$ cat src/rtl/mdu_sequencer_if.sv
// Handshake and data bundle between the EX stage and the multiply/divide sequencer.
// The EX stage drives the master side and the sequencer implements the slave side.
interface mdu_sequencer_if #(
  parameter int DATA_W = 32
);
  logic              i_con_Start;
  logic [5:0]        i_con_FuncCode;
  logic              i_con_Abort;
  logic [DATA_W-1:0] i_dat_Rs;
  logic [DATA_W-1:0] i_dat_Rt;
  logic              o_con_Busy;
  logic              o_con_Stall;
  logic              o_con_Done;
  logic [DATA_W-1:0] o_dat_Hi;
  logic [DATA_W-1:0] o_dat_Lo;
  logic [DATA_W-1:0] o_dat_MfData;

  modport master (
    output i_con_Start, i_con_FuncCode, i_con_Abort, i_dat_Rs, i_dat_Rt,
    input  o_con_Busy, o_con_Stall, o_con_Done, o_dat_Hi, o_dat_Lo, o_dat_MfData
  );

  modport slave (
    input  i_con_Start, i_con_FuncCode, i_con_Abort, i_dat_Rs, i_dat_Rt,
    output o_con_Busy, o_con_Stall, o_con_Done, o_dat_Hi, o_dat_Lo, o_dat_MfData
  );
endinterface

$ cat src/rtl/mdu_sequencer.sv
// Iterative multiply/divide unit that owns HI/LO. It does one shift-add or restoring
// step per cycle, then applies sign correction in a final FIX cycle.
//
//   state | meaning
//   IDLE  | accepts mult/multu/div/divu; mthi/mtlo write HI/LO directly
//   RUN   | one multiplier or quotient bit per cycle, DATA_W cycles
//   FIX   | sign correction, HI/LO written on exit, Done follows
module mdu_sequencer #(
  parameter int DATA_W = 32,
  parameter int CNT_W  = 6
) (
  input  logic            i_clk,
  input  logic            i_rst,
  mdu_sequencer_if.slave  bus
);
  localparam logic [5:0] F_MFHI  = 6'd16;
  localparam logic [5:0] F_MTHI  = 6'd17;
  localparam logic [5:0] F_MFLO  = 6'd18;
  localparam logic [5:0] F_MTLO  = 6'd19;
  localparam logic [5:0] F_MULT  = 6'd24;
  localparam logic [5:0] F_MULTU = 6'd25;
  localparam logic [5:0] F_DIV   = 6'd26;
  localparam logic [5:0] F_DIVU  = 6'd27;

  typedef enum logic [1:0] {IDLE, RUN, FIX} state_t;

  state_t              state_q, state_d;
  logic [CNT_W-1:0]    cnt_q, cnt_d;
  logic [DATA_W-1:0]   op_q, op_d;
  logic [DATA_W-1:0]   rs_q, rs_d;
  logic [2*DATA_W-1:0] acc_q, acc_d;
  logic                is_div_q, is_div_d;
  logic                neg_q, neg_d;
  logic                rneg_q, rneg_d;
  logic [DATA_W-1:0]   hi_q, hi_d;
  logic [DATA_W-1:0]   lo_q, lo_d;
  logic                done_q, done_d;

  logic [5:0]          funct;
  logic                is_iter, is_mdu, is_sgn, sa, sb;
  logic [DATA_W-1:0]   mag_rs, mag_rt;
  logic [DATA_W:0]     msum;
  logic [2*DATA_W-1:0] mstep;
  logic [DATA_W:0]     rsh, dsub;
  logic                qbit;
  logic [2*DATA_W-1:0] dstep;
  logic [DATA_W-1:0]   quo, rem, quo_fix, rem_fix, fix_hi, fix_lo;
  logic [2*DATA_W-1:0] prod_fix;
  logic                div0;

  assign funct   = bus.i_con_FuncCode;
  assign is_iter = (funct == F_MULT) || (funct == F_MULTU) || (funct == F_DIV) || (funct == F_DIVU);
  assign is_mdu  = is_iter || (funct == F_MFHI) || (funct == F_MTHI) ||
                   (funct == F_MFLO) || (funct == F_MTLO);
  assign is_sgn  = (funct == F_MULT) || (funct == F_DIV);
  assign sa      = is_sgn & bus.i_dat_Rs[DATA_W-1];
  assign sb      = is_sgn & bus.i_dat_Rt[DATA_W-1];
  assign mag_rs  = sa ? -bus.i_dat_Rs : bus.i_dat_Rs;
  assign mag_rt  = sb ? -bus.i_dat_Rt : bus.i_dat_Rt;

  // Multiply: acc = {partial product, remaining multiplier bits}, shifted right each step.
  assign msum  = {1'b0, acc_q[2*DATA_W-1:DATA_W]} +
                 {1'b0, (acc_q[0] ? op_q : {DATA_W{1'b0}})};
  assign mstep = {msum, acc_q[DATA_W-1:1]};

  // Divide: acc = {partial remainder, dividend/quotient bits}, shifted left each step.
  assign rsh   = acc_q[2*DATA_W-1:DATA_W-1];
  assign dsub  = rsh - {1'b0, op_q};
  assign qbit  = ~dsub[DATA_W];
  assign dstep = {(qbit ? dsub[DATA_W-1:0] : rsh[DATA_W-1:0]), acc_q[DATA_W-2:0], qbit};

  assign quo      = acc_q[DATA_W-1:0];
  assign rem      = acc_q[2*DATA_W-1:DATA_W];
  assign prod_fix = neg_q ? -acc_q : acc_q;
  assign quo_fix  = neg_q ? -quo : quo;
  assign rem_fix  = rneg_q ? -rem : rem;
  assign div0     = (op_q == {DATA_W{1'b0}});
  assign fix_hi   = is_div_q ? (div0 ? rs_q : rem_fix) : prod_fix[2*DATA_W-1:DATA_W];
  assign fix_lo   = is_div_q ? (div0 ? {DATA_W{1'b1}} : quo_fix) : prod_fix[DATA_W-1:0];

  always_ff @(posedge i_clk or posedge i_rst) begin
    if (i_rst) begin
      state_q  <= IDLE;
      cnt_q    <= '0;
      op_q     <= '0;
      rs_q     <= '0;
      acc_q    <= '0;
      is_div_q <= 1'b0;
      neg_q    <= 1'b0;
      rneg_q   <= 1'b0;
      hi_q     <= '0;
      lo_q     <= '0;
      done_q   <= 1'b0;
    end else begin
      state_q  <= state_d;
      cnt_q    <= cnt_d;
      op_q     <= op_d;
      rs_q     <= rs_d;
      acc_q    <= acc_d;
      is_div_q <= is_div_d;
      neg_q    <= neg_d;
      rneg_q   <= rneg_d;
      hi_q     <= hi_d;
      lo_q     <= lo_d;
      done_q   <= done_d;
    end
  end

  always_comb begin
    state_d  = state_q;
    cnt_d    = cnt_q;
    op_d     = op_q;
    rs_d     = rs_q;
    acc_d    = acc_q;
    is_div_d = is_div_q;
    neg_d    = neg_q;
    rneg_d   = rneg_q;
    hi_d     = hi_q;
    lo_d     = lo_q;
    done_d   = 1'b0;
    case (state_q)
      IDLE: begin
        // A flushed instruction must not commit anything, including mthi/mtlo.
        if (bus.i_con_Start && !bus.i_con_Abort) begin
          if (is_iter) begin
            state_d  = RUN;
            cnt_d    = '0;
            is_div_d = funct[1];
            neg_d    = sa ^ sb;
            rneg_d   = sa;
            rs_d     = bus.i_dat_Rs;
            op_d     = funct[1] ? mag_rt : mag_rs;
            acc_d    = {{DATA_W{1'b0}}, (funct[1] ? mag_rs : mag_rt)};
          end else if (funct == F_MTHI) begin
            hi_d = bus.i_dat_Rs;
          end else if (funct == F_MTLO) begin
            lo_d = bus.i_dat_Rs;
          end
        end
      end
      RUN: begin
        if (bus.i_con_Abort) begin
          state_d = IDLE;
        end else begin
          acc_d = is_div_q ? dstep : mstep;
          cnt_d = cnt_q + CNT_W'(1);
          if (cnt_q == CNT_W'(DATA_W-1)) state_d = FIX;
        end
      end
      FIX: begin
        state_d = IDLE;
        if (!bus.i_con_Abort) begin
          hi_d   = fix_hi;
          lo_d   = fix_lo;
          done_d = 1'b1;
        end
      end
      default: state_d = IDLE;
    endcase
  end

  assign bus.o_con_Busy   = (state_q != IDLE);
  assign bus.o_con_Stall  = bus.o_con_Busy & bus.i_con_Start & is_mdu;
  assign bus.o_con_Done   = done_q;
  assign bus.o_dat_Hi     = hi_q;
  assign bus.o_dat_Lo     = lo_q;
  assign bus.o_dat_MfData = (funct == F_MFHI) ? hi_q :
                            (funct == F_MFLO) ? lo_q : {DATA_W{1'b0}};
endmodule

$ cat src/flat_wrapper.sv
// flat-port wrapper written by rule: the top's interface ports become plain ports
module mdu_sequencer_flat 
#(
  parameter int DATA_W = 32,
  parameter int CNT_W  = 6
)
  (i_clk, i_rst, bus_i_con_Start, bus_i_con_FuncCode, bus_i_con_Abort, bus_i_dat_Rs, bus_i_dat_Rt, bus_o_con_Busy, bus_o_con_Stall, bus_o_con_Done, bus_o_dat_Hi, bus_o_dat_Lo, bus_o_dat_MfData);
  mdu_sequencer_if #(.DATA_W(DATA_W)) bus_i ();
  input  logic i_clk;
  input  logic i_rst;
  input wire logic [$bits(bus_i.i_con_Start)-1:0] bus_i_con_Start;
  input wire logic [$bits(bus_i.i_con_FuncCode)-1:0] bus_i_con_FuncCode;
  input wire logic [$bits(bus_i.i_con_Abort)-1:0] bus_i_con_Abort;
  input wire logic [$bits(bus_i.i_dat_Rs)-1:0] bus_i_dat_Rs;
  input wire logic [$bits(bus_i.i_dat_Rt)-1:0] bus_i_dat_Rt;
  output wire logic [$bits(bus_i.o_con_Busy)-1:0] bus_o_con_Busy;
  output wire logic [$bits(bus_i.o_con_Stall)-1:0] bus_o_con_Stall;
  output wire logic [$bits(bus_i.o_con_Done)-1:0] bus_o_con_Done;
  output wire logic [$bits(bus_i.o_dat_Hi)-1:0] bus_o_dat_Hi;
  output wire logic [$bits(bus_i.o_dat_Lo)-1:0] bus_o_dat_Lo;
  output wire logic [$bits(bus_i.o_dat_MfData)-1:0] bus_o_dat_MfData;
  assign bus_i.i_con_Start = bus_i_con_Start;
  assign bus_i.i_con_FuncCode = bus_i_con_FuncCode;
  assign bus_i.i_con_Abort = bus_i_con_Abort;
  assign bus_i.i_dat_Rs = bus_i_dat_Rs;
  assign bus_i.i_dat_Rt = bus_i_dat_Rt;
  assign bus_o_con_Busy = bus_i.o_con_Busy;
  assign bus_o_con_Stall = bus_i.o_con_Stall;
  assign bus_o_con_Done = bus_i.o_con_Done;
  assign bus_o_dat_Hi = bus_i.o_dat_Hi;
  assign bus_o_dat_Lo = bus_i.o_dat_Lo;
  assign bus_o_dat_MfData = bus_i.o_dat_MfData;
  mdu_sequencer #(.DATA_W(DATA_W), .CNT_W(CNT_W)) u_core (.i_clk(i_clk), .i_rst(i_rst), .bus(bus_i));
endmodule
$ cat config.mk
export PLATFORM = sky130hd
export DESIGN_NAME = mdu_sequencer_flat
export DESIGN_NICKNAME = d
export VERILOG_FILES = /design/src/rtl/mdu_sequencer_if.sv /design/src/rtl/mdu_sequencer.sv /design/src/flat_wrapper.sv
export SDC_FILE = /design/constraint.sdc
export NUM_CORES = 1
export LEC_CHECK = 0
export CORE_UTILIZATION = 55
export CTS_BUF_LIST = sky130_fd_sc_hd__clkbuf_8
export DETAILED_ROUTE_END_ITERATION = 16
export PLACE_DENSITY = 0.83
export SYNTH_ARGS = -nofsm -noshare
export SYNTH_HDL_FRONTEND = slang
export SYNTH_SLANG_ARGS = --single-unit
$ cat constraint.sdc
create_clock -name i_clk -period 12.3 [get_ports i_clk]
set_clock_uncertainty 0.15 [all_clocks]
set_input_delay 2.46 -clock i_clk [delete_from_list [all_inputs] [get_ports i_clk]]
set_output_delay 2.46 -clock i_clk [all_outputs]
set_load 0.05 [all_outputs]
### Yosys cells after proc, flatten, opt, wreduce, memory -nomap -nowiden

Cells that the tools add are included.

* input bits: 74
* bits in registers: 204

* multiplexer cells: 42
* $add $sub $neg: 8
* reduce and logical (&&, ||, !) cells: 20
* equal/unequal tests: 20
* bitwise logic cells: 6

Operator list (count)
* 2-to-1 mux 32 bit: 23
* 2-to-1 mux 64 bit: 5
* negation 32 bit: 4
* one-hot mux 32 bit (2 select lines): 2
* one-hot mux 64 bit (2 select lines): 1
* negation 64 bit: 1
* == test 6 x 5 -> 1 bit, second input constant: 9
* adder 32 x 32 -> 33 bit: 1
* subtractor 33 x 32 -> 33 bit: 1
* zero test 32 bit: 1
* 2-to-1 mux 6 bit: 3
* one-hot mux 6 bit (2 select lines): 1
* logical OR 1 bit: 8
* 2-to-1 mux 2 bit: 4
* != test 2 x 1 -> 1 bit, second input constant: 4
* != test 2 bit, second input constant: 4
* adder 6 x 1 -> 6 bit, second input constant: 1
* AND reduction 3 bit: 2
* AND reduction 6 bit: 1
* nonzero test 2 bit: 3
* AND reduction 5 bit: 1
* bitwise AND 1 bit: 4
* one-hot mux 2 bit (2 select lines): 1
* AND reduction 4 bit: 1
* 9 further kinds: 10

### Logic depth before layout (Yosys ltp)

Gate-level depths: netlist (run 1).

* depth after elaboration: 9
* depth in mapped cells: 15

### Worst setup path after synthesis (run 1)

Ideal clock, no wire load.

* kind: input port to output port
* from: input port bus_i_con_FuncCode[1]
* to: output port bus_o_dat_MfData[18]
* cell stages on the path: 5
* data arrival time: 4289 ps
* path slack: 5401 ps
* cell sequence: clkbuf_1 clkbuf_1 clkbuf_1 mux2i_1 nor2_1

* word-level cells in the longest chain between the ends: 3
* elaborated cells between the ends (all ways): 4
* classes of those cells: eq/ne (2); mux (2)

RTL lines
* from (decl): RTL line flat_wrapper.sv:12 `input wire logic [$bits(bus_i.i_con_FuncCode)-1:0] bus_i_con_FuncCode;`
* == test 6 x 5 -> 1 bit: RTL line mdu_sequencer.sv:168 `(funct == F_MFLO) ? lo_q : {DATA_W{1'b0}};`
* 2-to-1 mux 32 bit: RTL line mdu_sequencer.sv:168
* 2-to-1 mux 32 bit *: RTL line mdu_sequencer.sv:167 `assign bus.o_dat_MfData = (funct == F_MFHI) ? hi_q :`
* to (decl): RTL line flat_wrapper.sv:21 `output wire logic [$bits(bus_i.o_dat_MfData)-1:0] bus_o_dat_MfData;`

Mark *: on every way between the ends. The rest lies on a longest branch, timed or not.

### Final worst setup path (run 1)

* from: input port bus_i_con_FuncCode[0]
* to: output port bus_o_dat_MfData[13]

Same word-level chain as after synthesis.

==> results of run 1 <==
## state kept, by name, indices dropped and copies added, names as in the netlist
register               count
u_core.acc_q              64
u_core.bus.o_dat_Hi       32
u_core.bus.o_dat_Lo       32
u_core.op_q               32
u_core.rs_q               32
u_core.cnt_q               6
u_core.state_q             2
u_core.bus.o_con_Done      1
u_core.is_div_q            1
u_core.neg_q               1
u_core.rneg_q              1
## cell families (layout without fill, tap and decap cells)
| family | after synthesis | after routing |
|---|---|---|
| compound gates | 724 | 724 |
| xor+xnor | 191 | 191 |
| fa+ha+maj | 71 | 71 |
| buf+inv | 250 | 327 |
| flops | 204 | 204 |
| mux | 96 | 96 |
| other cells | 0 | 1 |
| simple gates | 837 | 837 |
## report_power, final
group	internal, mW	total [mW]	leakage, nW	switching [mW]
sequential	0.782	1.00	2.65	0.223
combinational	0.480	1.23	5.73	0.745
clock	0.373	0.679	0.427	0.306
## layer usage
| metal | routed length (um) | vias to the layer above | global-route usage, % |
|---|---|---|---|
| li1 | - | 8534 | - |
| met5 | 0 | - | 0 |
| met3 | 7130 | 228 | 7.12 |
| met2 | 27200 | 1159 | 57.1 |
| met4 | 2950 | 0 | 16.9 |
| met1 | 25300 | 8825 | 50.6 |
## area by class of cell
| class | instances | area [um2] | share of cell area (%) |
|---|---|---|---|
| flip-flops and latches | 204 | 5110 | 25.3 |
| diodes | 1 | 2.50 | 0.0124 |
| clock inverters | 18 | 136 | 0.675 |
| inverters | 72 | 278 | 1.37 |
| multi-input cells | 1919 | 11700 | 57.9 |
| repair buffers | 192 | 1870 | 9.25 |
| clock buffers | 45 | 619 | 3.06 |
| well taps | 402 | 503 | 2.49 |
## path summary, 6_finish.rpt
path,from,endpoint
setup / recovery,bus_i_con_FuncCode[0],bus_o_dat_MfData[13]
hold / removal,u_core.rs_q[0],u_core.rs_q[0]
setup reg to reg,u_core.acc_q[31],u_core.acc_q[41]
hold reg to reg,u_core.rs_q[0],u_core.rs_q[0]
max in group asynchronous,i_rst,u_core.is_div_q
min in group asynchronous,i_rst,u_core.bus.o_dat_Hi[27]
## layout by cell type, fill, tap and decap left out, types with 32 or more instances in the layout
cell type,n
a21oi_1,224
clkbuf_8,45
clkdlybuf4s50_1,171
dfrtp_1,203
ha_1,69
inv_1,80
mux2i_1,89
nand2_1,312
nand3_1,34
nor2_1,267
nor3_1,53
o21ai_0,225
o31ai_1,32
xnor2_1,107
xor2_1,84
## synthesized netlist by cell type (22+ instances only)
cell type / count / area share, %
a21o_1: 28 / 1.2
nor3_1: 53 / 1.5
clkbuf_1: 163 / 3.4
inv_1: 71 / 1.5
nand3_1: 34 / 0.96
nand4_1: 22 / 0.78
o22ai_1: 22 / 0.78
a21oi_1: 224 / 6.3
or3_1: 28 / 0.99
dfrtp_1: 204 / 29
mux2i_1: 89 / 5.0
xnor2_1: 107 / 5.3
nand2_1: 313 / 6.6
o21ai_0: 226 / 6.4
nor2_1: 268 / 5.7
o31ai_1: 32 / 1.4
ha_1: 69 / 4.9
xor2_1: 84 / 4.1
## tightest hold or removal path: stages, from the launching register on
cell	delay (ps)
dfrtp_1	330
nand2_1	50
o21ai_0	60
==> summary.txt, run 1 <==
Critical path
  – Worst path top cell family by delay: simple AND/OR/NAND/NOR gates
  – Crit path cell chain: clkdlybuf4s50_1 > nor4b_1 > nand2_1 > nor2_1 > clkdlybuf4s50_1
  – CP max stage cell: clkdlybuf4s50_1
  – Critical path type: in -> out
  – Worst path required time: 9690 ps
  – R2R cell count: 13
  – Crit-path max cell delay: roughly 840 ps
  – WP buf/inv: 2
  – CP Depth: 5
  – Crit. End Element: primary output
  – FF-to-FF setup slack: 7520 ps
  – Setup crit start kind: input port
  – Cell mode on critical path: clkdlybuf4s50_1
  – Worst-path maximum fanout: 32
  – Crit path DAT: 5500 ps

Clock tree
  – Clk sink count: between 200 and 250
  – # hold bufs at CTS: 0
  – CTS tree: done
  – Worst-path clk slew: about 60 ps
  – CTS Buf Count: 38
  – CTS H-tree depth: 2
  – Clock buffer depth: 3
  – Postcts setup bufs: 0
  – Latest clock arrival within the worst-skew pair: 570 ps
  – CTS Root Buffer Type: clkbuf_8
  – PostCTS Resize Cnt: 0

STA
  – Fmax: 123 MHz
  – Crit share post-route: 65.9%
  – Pins over their slew limit: 0
  – Least-Margin Pin Slew: 1160 ps
  – Setup_tns: 0 ps
  – Fin crit period: 8110 ps
  – Unrepaired setup endpoints after global routing: no
  – Final worst slack: 4190 ps
  – Final hold vios: 0
  – Final setup fails: 0
  – Slew Limit Headroom: between 20 and 25%
  – Final Hold Slack: 325 ps

Logic synthesis
  – Adder-cell share of the synthesized area: just over 5%
  – Largest family of logic cells by synthesized area: compound AO/OA/AOI/OAI gates
  – Compound-Gate Fraction of Synth Area: between 20% and 30%
  – Mapped Nets: approximately 2500
  – Sequential share of the synthesized area: 28.8%
  – Fraction of registers with async set/reset: 100%
  – Yosys reg bits: 204
  – Mapped Area: 17700 um2
  – Post-Synth XOR/XNOR Area: 9.43%
  – Main synth FF type: dfrtp_1
  – Synth warn: 0
  – Mean Syn Cell Area: between 7 and 8 um2
  – Post-synth EDFFs: 0
  – Synth Area in Simple Gates: 21.2%
  – Cells after synthesis: 2373
  – Synth cell types: 77
  – Mux cell area share after synthesis: between 5 and 6%

Die
  – Core ar.: 31600 um2
  – Die height: about 180 um
  – Die W: 182 um
  – Site Rows: 65
  – Die area: 33000 um2
  – Starting Density: 56.1%
  – I/O pins: 173

Drt
  – DR DRC count: 0
  – Vias per inst: around 6.6
  – Initial drt markers: just over 2000
  – Pre-antenna DRT Iters: 8
  – Total Wirelength: 62600 um
  – WL per Instance: 21.9 um
  – Post-route ant nets: 0
  – Via count: around 19000

Placement
  – Placer Congestion: between 1 and 1.5
  – Dpl ws: about 4200 ps
  – Number of I/O port buffers: 172
  – HPWL Detailed: 46600 um
  – Placed insts: 2789
  – Placed Area: roughly 20000 um2

Finish
  – Area growth syn-to-layout: 14.0%
  – Share of cells above drive strength 1: around 4.5%
  – # nets final: around 2600
  – Final instance area: 20200 um2
  – Final core utilization: 63.9%
  – Fill cells: 2779
  – Non-Filler Instances: 2853

Status
  – Status: finished, final reports clean

GRT
  – Global-route wire length before repair: 95900 um
  – Initial antenna violation count: 1
  – Vias in the first global route: 17000
  – Largest net degree at the start of global routing: 136
  – Gr ovfl total: 0
  – Total GRT Usage: roughly 37%

Pwr
  – Power Dens Cells: 144 nW/um2
  – Peak VDD IR: roughly 0.074 mV
  – Leak: 8.81 nW
  – Power Total: between 2 and 3 mW

Min path
  – Worst min-delay path class: reg -> reg
  – WHS Path Cells: 2

Run
  – Max-cap violations: 0
Power figures use the tool's default switching activity.
==> inputs of run 2 (changes only) <==
clock period = 8.29 ns   (was 12.3 ns; I/O delays follow)
==> run 2 against run 1 <==
Wire length up 0.68%. Utilization down 0.055 points. Combinational power up 49%. Sequential share of layout area about the same.
==> summary.txt, run 2 (same netlist as run 1, synthesis figures left out) <==
STA
  – Final setup fails: 0
  – Least-Margin Pin Slew: between 1000 and 1500 ps
  – Fin crit period: ~6500 ps
  – Crit share post-route: about 80%
  – Setup_tns: 0 ps
  – Unrepaired setup endpoints after global routing: no
  – Slew Limit Headroom: roughly 24%
  – Final worst slack: 1830 ps
  – Final hold vios: 0
  – Pins over their slew limit: 0
  – Fmax: 155 MHz

Critical path
  – CP max stage cell: clkdlybuf4s50_1
  – Origin of the critical flop-to-flop path: u_core.acc_q[31]
  – Worst-path maximum fanout: 32
  – Worst Setup SP: bus_i_con_FuncCode[0]
  – Crit path DAT: between 4000 and 5000 ps
  – Worst path top cell family by delay: simple AND/OR/NAND/NOR gates
  – Crit path cell chain: clkdlybuf4s50_1 > nor4b_1 > nand2_1 > nor2_1 > clkdlybuf4s50_1
  – Critical path type: in -> out
  – Crit. End Element: primary output
  – Crit-path max cell delay: 840 ps
  – Cell mode on critical path: clkdlybuf4s50_1
  – WP buf/inv: 2
  – Worst path required time: about 6500 ps
  – Setup crit start kind: input port

Die
  – Die height: 182 um
  – Die area: 33000 um2
  – Starting Density: 56.1%
  – Site Rows: 65
  – Core ar.: 31600 um2
  – Die W: 182 um
  – I/O pins: 173

Finish
  – Commonest cells after routing, fill and taps aside: 312 x nand2_1, 267 x nor2_1, 225 x o21ai_0, 224 x a21oi_1, 203 x dfrtp_1
  – Most flops, register: u_core.acc_q
  – Area growth syn-to-layout: 13.9%
  – Final instance area: 20200 um2
  – Most common cell after layout, fill and taps aside: nand2_1
  – Final core utilization: 63.8%
  – # nets final: 2575
  – Number of flip-flops in the largest register: 64
  – Share of cells above drive strength 1: 4.57%

Drt
  – Pre-antenna DRT Iters: 6
  – Post-route ant nets: 0
  – Vias per inst: 6.60
  – Total Wirelength: about 63000 um
  – WL per Instance: between 20 and 25 um
  – Via count: 18900
  – Initial drt markers: 2477
  – DR DRC count: 0

Clock tree
  – CTS Buf Count: 36
  – CTS H-tree depth: 2
  – PostCTS Resize Cnt: 0
  – CTS Root Buffer Type: clkbuf_8
  – Clk sink count: 204
  – Latest clock arrival within the worst-skew pair: 550 ps
  – Postcts setup bufs: 0
  – Clock buffer depth: 3
  – # hold bufs at CTS: 0
  – Worst-path clk slew: 60 ps
  – CTS tree: done

GRT
  – Total GRT Usage: roughly 38%
  – Largest net degree at the start of global routing: 94
  – Vias in the first global route: ~18000
  – Gr ovfl total: 0
  – Global-route wire length before repair: 98200 um
  – Initial antenna violation count: 0

Pwr
  – Leak: 8.81 nW
  – Peak VDD IR: 0.106 mV
  – Power Dens Cells: 211 nW/um2

Min path
  – Worst min-delay path class: reg -> reg
  – Hold Startpoint: u_core.rs_q[22]

Placement
  – Placed Area: 19500 um2
  – Placer Congestion: 0.982
  – Number of I/O port buffers: 172
  – Dpl ws: ~1800 ps
  – HPWL Detailed: 47500 um

Status
  – Status: finished, final reports clean

Run
  – Max-cap violations: 0
[run 2: path summary, 6_finish.rpt]
kind	endpoint	slack [ps]	cells after the start
worst max-delay path	bus_o_dat_MfData[14]	1830	5
worst min-delay path	u_core.rs_q[22]	330	2
worst max register to register	u_core.acc_q[41]	3580	13
worst min register to register	u_core.rs_q[22]	330	2
max in group asynchronous	u_core.is_div_q	5090	3
min in group asynchronous	u_core.bus.o_dat_Hi[23]	1400	2
[run 2: through the flow]
step	cells	power (mW)	hold slack, ps
global placement	2794	3.21	305
CTS	2855	4.20	330
floorplan	2373	2.72	290
detailed placement	2794	3.27	315
finish	2856	4.26	333
global route	2855	4.47	362
[run 2: layout make-up]
type / instances / area, um2
Multi-Input combinational cell: 1919 / 11700
Fill cell: 2774 / 11400
Sequential cell: 204 / 5110
Timing Repair Buffer: 197 / 1910
Clock buffer: 46 / 633
Tap cell: 402 / 503
Inverter: 72 / 278
Clock inverter: 15 / 67.6
Antenna cell: 1 / 2.50
[run 2: tightest hold or removal path: cells and delay by family (launching register included)]
family,cells,cell delay (ps)
flops,1,350
simple gates,2,100
[run 2: power breakdown]
group	total, mW	switching [mW]	internal [mW]	leakage [nW]
clock	0.938	0.442	0.497	0.402
combinational	1.83	1.11	0.713	5.75
sequential	1.50	0.337	1.16	2.65
[run 2: per-layer routing]
layer / track usage (%) / share of wire [%] / vias up
li1: - / - / 8537
met5: 0 / 0 / -
met2: 58.3 / 44 / 1149
met1: 50.9 / 40 / 8941
met3: 7.00 / 11 / 224
met4: 18.3 / 5.0 / 0
